## config.mk

```make
export PLATFORM = sky130hd
export DESIGN_NAME = phaser_lfo
export DESIGN_NICKNAME = d
export VERILOG_FILES = /design/src/rtl/phaser_lfo.sv
export SDC_FILE = /design/constraint.sdc
export NUM_CORES = 1
export LEC_CHECK = 0
export ABC_AREA = 1
export BUFFER_PORTS_ARGS = -buffer_cell sky130_fd_sc_hd__buf_2
export CORE_ASPECT_RATIO = 1.5
export CORE_MARGIN = 4
export CORE_UTILIZATION = 65
export CTS_BUF_LIST = sky130_fd_sc_hd__clkbuf_8
export DETAILED_ROUTE_END_ITERATION = 10
export PLACE_DENSITY = 0.84
export SKIP_CTS_REPAIR_TIMING = 1
export SLEW_MARGIN = 5
export SYNTH_ARGS = -nofsm -noshare
export SYNTH_HDL_FRONTEND = slang
export SYNTH_SLANG_ARGS = --single-unit
```

## constraint.sdc

```tcl
create_clock -name clk -period 10.75 [get_ports clk]
set_input_delay 0 -clock clk [delete_from_list [all_inputs] [get_ports clk]]
set_output_delay 0 -clock clk [all_outputs]
set_load 0.005 [all_outputs]
```

## src/rtl/phaser_lfo.sv

```systemverilog
// Triangle-wave sweep generator for the phaser all-pass chain.
// Four-stage pipeline: phase step, triangle fold, depth scaling, centre offset with saturation.
module phaser_lfo #(
    parameter int PHASE_W = 24,
    parameter int RATE_W  = 16,
    parameter int COEF_W  = 12
) (
    input  logic              clk,
    input  logic              reset,
    input  logic              sample_strobe,
    input  logic              enable,
    input  logic              phase_clr,
    input  logic [RATE_W-1:0] rate,
    input  logic [COEF_W-1:0] depth,
    input  logic [COEF_W-1:0] center,
    output logic [COEF_W-1:0] coef_out,
    output logic              coef_valid
);

    localparam int PROD_W = 2 * COEF_W + 1;

    logic [PHASE_W-1:0] phase_q, phase_d;
    logic               v1_q, v1_d, v2_q, v2_d, v3_q, v3_d;
    logic [COEF_W-1:0]  depth1_q, depth1_d, depth2_q, depth2_d;
    logic [COEF_W-1:0]  center1_q, center1_d, center2_q, center2_d, center3_q, center3_d;
    logic [COEF_W-1:0]  tri_q, tri_d;
    logic [COEF_W-1:0]  scaled_q, scaled_d;
    logic [COEF_W-1:0]  coef_q, coef_d;
    logic               coef_valid_q, coef_valid_d;

    logic [COEF_W-1:0]        phase_u;
    logic [COEF_W-1:0]        tri_s;
    logic signed [PROD_W-1:0] tri_x, depth_x, prod;
    logic [COEF_W:0]          sum;

    always_comb begin
        // Clear is independent of the strobe; the add only happens on an enabled strobe.
        phase_d = phase_q;
        if (phase_clr) begin
            phase_d = '0;
        end else if (sample_strobe && enable) begin
            phase_d = phase_q + PHASE_W'(rate);
        end
        v1_d      = sample_strobe;
        depth1_d  = depth;
        center1_d = center;

        phase_u   = phase_q[PHASE_W-2 -: COEF_W];
        tri_d     = phase_q[PHASE_W-1] ? ~phase_u : phase_u;
        v2_d      = v1_q;
        depth2_d  = depth1_q;
        center2_d = center1_q;

        // Offset-binary to two's complement, then a floor-rounded gain of depth/2^COEF_W.
        tri_s     = {~tri_q[COEF_W-1], tri_q[COEF_W-2:0]};
        tri_x     = {{(PROD_W-COEF_W){tri_s[COEF_W-1]}}, tri_s};
        depth_x   = {{(PROD_W-COEF_W){1'b0}}, depth2_q};
        prod      = tri_x * depth_x;
        scaled_d  = COEF_W'(prod >>> COEF_W);
        v3_d      = v2_q;
        center3_d = center2_q;

        sum = {center3_q[COEF_W-1], center3_q} + {scaled_q[COEF_W-1], scaled_q};
        coef_d = coef_q;
        if (v3_q) begin
            if (sum[COEF_W] != sum[COEF_W-1]) begin
                coef_d = sum[COEF_W] ? {1'b1, {(COEF_W-1){1'b0}}} : {1'b0, {(COEF_W-1){1'b1}}};
            end else begin
                coef_d = sum[COEF_W-1:0];
            end
        end
        coef_valid_d = v3_q;
    end

    always_ff @(posedge clk) begin
        if (reset) begin
            phase_q      <= '0;
            v1_q         <= 1'b0;
            v2_q         <= 1'b0;
            v3_q         <= 1'b0;
            depth1_q     <= '0;
            depth2_q     <= '0;
            center1_q    <= '0;
            center2_q    <= '0;
            center3_q    <= '0;
            tri_q        <= '0;
            scaled_q     <= '0;
            coef_q       <= '0;
            coef_valid_q <= 1'b0;
        end else begin
            phase_q      <= phase_d;
            v1_q         <= v1_d;
            v2_q         <= v2_d;
            v3_q         <= v3_d;
            depth1_q     <= depth1_d;
            depth2_q     <= depth2_d;
            center1_q    <= center1_d;
            center2_q    <= center2_d;
            center3_q    <= center3_d;
            tri_q        <= tri_d;
            scaled_q     <= scaled_d;
            coef_q       <= coef_d;
            coef_valid_q <= coef_valid_d;
        end
    end

    assign coef_out   = coef_q;
    assign coef_valid = coef_valid_q;

endmodule

```

==> results of run 1 <==
-- cell families (layout without fill, tap and decap cells) --
| family | after synthesis | in the layout |
|---|---|---|
| simple gates | 541 | 541 |
| buf+inv | 384 | 458 |
| fa+ha+maj | 198 | 198 |
| compound gates | 146 | 146 |
| flops | 124 | 124 |
| xor+xnor | 31 | 31 |
-- Yosys cell counts --
master and number:
nand3_2 1, dfxtp_1 124, nor3_1 11, or2_2 7, o21ai_2 1, o22ai_1 1
xor2_1 10, o211a_1 1, ha_1 97, nor2_1 148, nand3_1 49, buf_6 2
bufbuf_8 1, buf_1 2, nor4_1 2, a21o_1 5, and2_1 2, a21boi_1 1
fa_1 101, o21bai_1 9, buf_2 1, nand4_1 10, clkbuf_1 39, o21a_1 5
o211ai_1 3, a31oi_1 1, o21ai_1 1, a21oi_1 62, nor2_2 1, o21ai_0 43
a21oi_2 13, nand2_2 4, inv_1 339, xnor2_1 21, nand2_1 306
-- power groups by stage --
stage               clock (W)  sequential [W]  combinational (W)
CTS                  0.000440        0.000495           0.000160
global route         0.000459        0.000498           0.000193
floorplan                   0        0.000496           0.000126
global placement            0        0.000505           0.000155
detailed placement          0        0.000505           0.000159
finish               0.000430        0.000495           0.000170
-- stage by stage --
stage	power, W	instances	cell area, sq um
3_5_place_dp	0.000664	1642	10800
3_3_place_gp	0.000660	1642	10800
6_report	0.00110	1701	11500
4_1_cts	0.00109	1674	11300
5_1_grt	0.00115	1701	11500
2_1_floorplan	0.000621	1424	10500
-- area by class of cell --
| class | instances | area share |
|---|---|---|
| multi-input cells | 916 | 0.567 |
| repair buffers | 87 | 0.0501 |
| clock inverters | 15 | 0.0152 |
| clock buffers | 17 | 0.0203 |
| well taps | 203 | 0.0220 |
| inverters | 339 | 0.110 |
| flip-flops and latches | 124 | 0.215 |
-- worst max-delay path: stages, from the launching register on --
cell     delay (ns)
dfxtp_1        0.64
nand2_1        0.17
inv_1          0.13
fa_1           0.42
fa_1           0.50
inv_1          0.05
fa_1           0.50
inv_1          0.06
fa_1           0.52
inv_1          0.05
fa_1           0.48
inv_1          0.04
ha_1           0.34
nand2_1        0.12
nor2_1         0.26
nand3_1        0.12
nand3_1        0.19
nand2_1        0.07
nand2_1        0.09
nand2_1        0.06
nand2_1        0.06
nor2_1         0.04
-- layer usage --
metal | GRT usage | up-vias | wire length, microns
met5 | 0 | - | 0
met3 | 0.0389 | 90 | 1110
met1 | 0.294 | 4206 | 8930
met4 | 0.162 | 0 | 1320
li1 | - | 4389 | -
met2 | 0.519 | 299 | 13300
-- state kept, by name, indices dropped and copies added, names as in the netlist --
name	count
v2_q	1
depth2_q	12
depth1_q	12
phase_q	24
coef_valid	1
scaled_q	12
center3_q	12
center1_q	12
tri_q	12
center2_q	12
v1_q	1
coef_out	12
coef_valid_d	1
-- path summary, 6_finish.rpt --
path,startpoint,end,slack (ns)
setup / recovery,depth2_q[11],scaled_q[11],5.74
hold reg to reg,center1_q[7],center2_q[7],0.40
setup reg to reg,depth2_q[11],scaled_q[11],5.74
hold / removal,rate[1],phase_q[1],0.009
==> results.yml, run 1 <==
status:
  status: "complete, no violations"
clock_network:
  clkTransAtPathRegs_ns: 0.08
  insertion_delay_ns: 0.46
  cts_max_path_buffers: 2
  cts-buffers-inserted: 17
  cts-htree-levels: 4
  cts_root_buffer: "clkbuf_8"
  clock-sinks: 124
  cts_tree: "yes"
critical_path:
  cp-end-kind: "flip-flop"
  arrival_ns: 5.37
  reg2reg_depth: 21
  required_ns: 11.10
  path_class: "flip-flop to flip-flop"
  start_kind: "flip-flop"
  cp_max_fo: 12
sta:
  rsz0062_at_grt: "false"
  fin_crit_ns: 5.01
  timing.hold.ws_ns: 0.00887
  setup_viol: 0
  final-hold-violation-count: 0
  slew_headroom: 0.471
  fmax_mhz: 199
  drv_slew: 0
  period_share: 0.466
  setup_tns_ns: 0
  fin_ws_ns: 5.74
  worstMarginPinSlew_ns: 0.794
  clock_skew_ns: 0.0161
floorplan:
  die_area_sq_um: 18300
  fp.dieH_microns: 164
  start_util: 0.665
  die_w_microns: 112
  core_sq_um: 15800
  io_pins: 58
  num_rows: 56
route:
  first_pass_iters: 6
  drc: 0
  drtAntennaViolNets: 0
  vias_per_cell: 5.28
  wl_per_cell_microns: 14.5
  drt_wl_total_microns: 24700
  num_vias: 8984
  drt_iter0_drc: 560
hold_path:
  hold_path.class: "primary input to flip-flop"
  holdPathStages: 4
synthesis:
  yosys-top-cells-area: "dfxtp_1 24%, fa_1 19%, inv_1 12%"
  ys_seq_area_frac: 0.237
  synth-compound-area-share: 0.0809
  synthDistinctLibCells: 35
  syn_nets: 1667
  synthMuxAreaShare: 0
  yosys.area_share.simple: 0.208
  syn_avg_cell_area_sq_um: 7.36
  netlist.area_leader.share: 0.237
  synth_top_area_cell: "dfxtp_1"
  synth_fa_ha_area_frac: 0.309
  synth-seq-cells: 124
  synth_top_family_by_area: "adder cells"
  yosys_warnings: 0
  syn_inst: 1424
  synth_area_sq_um: 10500
  synth-xor-area-share: 0.0259
place:
  dp_slack_ns: 5.82
  port-buffer-count: 57
  place_congestion: 0.973
  dpl.hpwl_microns: 18900
finish:
  layout_common_cells: "339 x inv_1, 306 x nand2_1, 148 x nor2_1"
  diodes: 0
  multi_input_area_sq_um: 6530
  area_delta_synth_final_pct: 9.93
  layout-drive-gt1-share: 0.0794
  nNetsFinal: 1728
  fill_cells: 1220
  post-route-util: 0.731
  layout_commonest_cell: "inv_1"
  register_area_sq_um: 2480
power:
  comb_power_share: 0.155
  leakage_nw: 6.24
  pwr-share-seq: 0.452
  switchingPower_w: 0.000336
  ir_drop_mv: 0.0964
  clockPowerShare: 0.393
  p_per_area_nw_per_um2: 95.1
  switching_share: 0.306
  p_int_w: 0.000760
global_routing:
  grt_pass1_vias: 9153
  overflow: 0
  grt_max_degree: 81
  grt_antenna_before_repair: 0
  grt_pass1_wl_microns: 40900
  grt_usage: 0.278
run:
  max_cap_violations: 0
(Power assumes the default switching activity.)
==> inputs of run 2 (changes only) <==
CORE_UTILIZATION = 64   (was 65)
PLACE_DENSITY = 0.83   (was 0.84)
clock period = 4.7 ns   (was 10.75 ns; I/O delays follow)
==> run 2 against run 1 <==
Net effect: utilization grew 2.2 points; register-to-register slack got worse by 5.6 ns; critical path depth fell by 2; critical path type unchanged; maximum frequency up 9.3%; sequential share of layout area is 0.64 points lower.
==> results.yml, run 2 (same netlist as run 1, synthesis figures left out) <==
critical_path:
  path_cells: "clkbuf_4, nand2_1, fa_1, inv_1, fa_1, fa_2, fa_1, inv_1, fa_1, inv_1, ha_4, nand2_2, nor2_1, nand2_1, nand2_1, nand2_1, nand3_1, o21ai_0, a21oi_1"
  path_class: "flip-flop to flip-flop"
  worst_path_max_delay_cell: "fa_1"
  cp_top_family: "adder cells"
  max_stage_delay_ns: 0.55
  required_ns: 5.08
  arrival_ns: 4.96
  cp-end-kind: "flip-flop"
  cp_max_fo: 7
  start_kind: "flip-flop"
  cp_num_buf_inv: 4
finish:
  diodes: 0
  fill_cells: 1212
  nNetsFinal: 1773
  area_delta_synth_final_pct: 15.7
  layout.cells.non_filler: 1748
  layout_common_cells: "330 x inv_1, 293 x nand2_1, 143 x nor2_1"
  top_register: "phase_q"
  largest_reg_flops: 24
  final_area_sq_um: 12100
  layout-drive-gt1-share: 0.150
  layout_commonest_cell: "inv_1"
sta:
  clock_skew_ns: 0.0144
  period_share: 0.976
  slew_headroom: 0.356
  final-hold-violation-count: 0
  fin_crit_ns: 4.59
  worstMarginPinSlew_ns: 0.965
  rsz0062_at_grt: "true"
  fmax_mhz: 218
  setup_viol: 0
  drv_slew: 0
route:
  drtAntennaViolNets: 0
  drt_iter0_drc: 524
  num_vias: 9149
  first_pass_iters: 6
  drc: 0
  vias_per_cell: 5.23
  wl_per_cell_microns: 14.8
  drt_wl_total_microns: 25900
power:
  leakage_nw: 6.47
  p_per_area_nw_per_um2: 198
  ir_drop_mv: 0.180
  power_w: 0.00240
floorplan:
  num_rows: 57
  die_area_sq_um: 18500
  die_w_microns: 113
  start_util: 0.651
  core_sq_um: 16100
  fp.dieH_microns: 165
  io_pins: 58
global_routing:
  grt_pass1_vias: 9162
  overflow: 0
  grt_usage: 0.275
  grt_antenna_before_repair: 0
  grt_max_degree: 80
  grt_pass1_wl_microns: 40600
clock_network:
  clkTransAtPathRegs_ns: 0.09
  cts_tree: "yes"
  insertion_delay_ns: 0.45
  cts-buffers-inserted: 17
  cts_max_path_buffers: 2
  cts_root_buffer: "clkbuf_8"
  cts-htree-levels: 4
  clock-sinks: 124
hold_path:
  hold_path.class: "primary input to flip-flop"
status:
  status: "complete, no violations"
place:
  port-buffer-count: 57
  place_congestion: 0.980
  dp.cells: 1667
  placed_area_sq_um: 11100
  dpl.hpwl_microns: 19300
run:
  max_cap_violations: 0
-- run 2: per-layer routing --
metal	GRT usage	wire length [microns]	vias to the layer above
li1	-	-	4469
met1	0.281	9240	4298
met2	0.518	13900	269
met3	0.0389	1050	113
met4	0.178	1720	0
met5	0	0	-
-- run 2: path summary, 6_finish.rpt --
path	from	endpoint	slack, ns	cells past startpoint
max	tri_q[6]	scaled_q[10]	0.11	19
min reg2reg	depth1_q[10]	depth2_q[10]	0.39	2
max reg2reg	tri_q[6]	scaled_q[10]	0.11	19
min	phase_clr	phase_q[21]	0.005	4
-- run 2: stage by stage --
step	setup TNS, ns	worst slack (ns)	util	hold WS (ns)
finish	0	0.113	0.753	0.00499
global route	-0.271	-0.0951	0.753	0.0121
CTS	-0.186	-0.0747	0.707	-0.267
detailed placement	-0.0779	-0.0341	0.686	0.207
global placement	-0.0247	-0.0247	0.686	0.199
floorplan	0	0.210	-	0.107
-- run 2: area by class of cell --
class                   instances  area (sq um)  share of cell area
inverters                     339          1270               0.105
clock inverters                13          92.6             0.00763
well taps                     206           258              0.0212
multi-input cells             916          6760               0.557
repair buffers                132           976              0.0804
flip-flops and latches        124          2540               0.209
clock buffers                  18           248              0.0204
-- run 2: tightest hold or removal path, stage by stage --
cell     delay (ns)
buf_2          0.08
nor2_2         0.16
nand2_1        0.12
nor2_1         0.03
-- run 2: power breakdown --
group	switching (W)	leakage [nW]	internal [W]	total, W
Sequential	0.0000319	1.03	0.00109	0.00112
Combinational	0.000263	5.27	0.000181	0.000444
Clock	0.000459	0.169	0.000376	0.000835
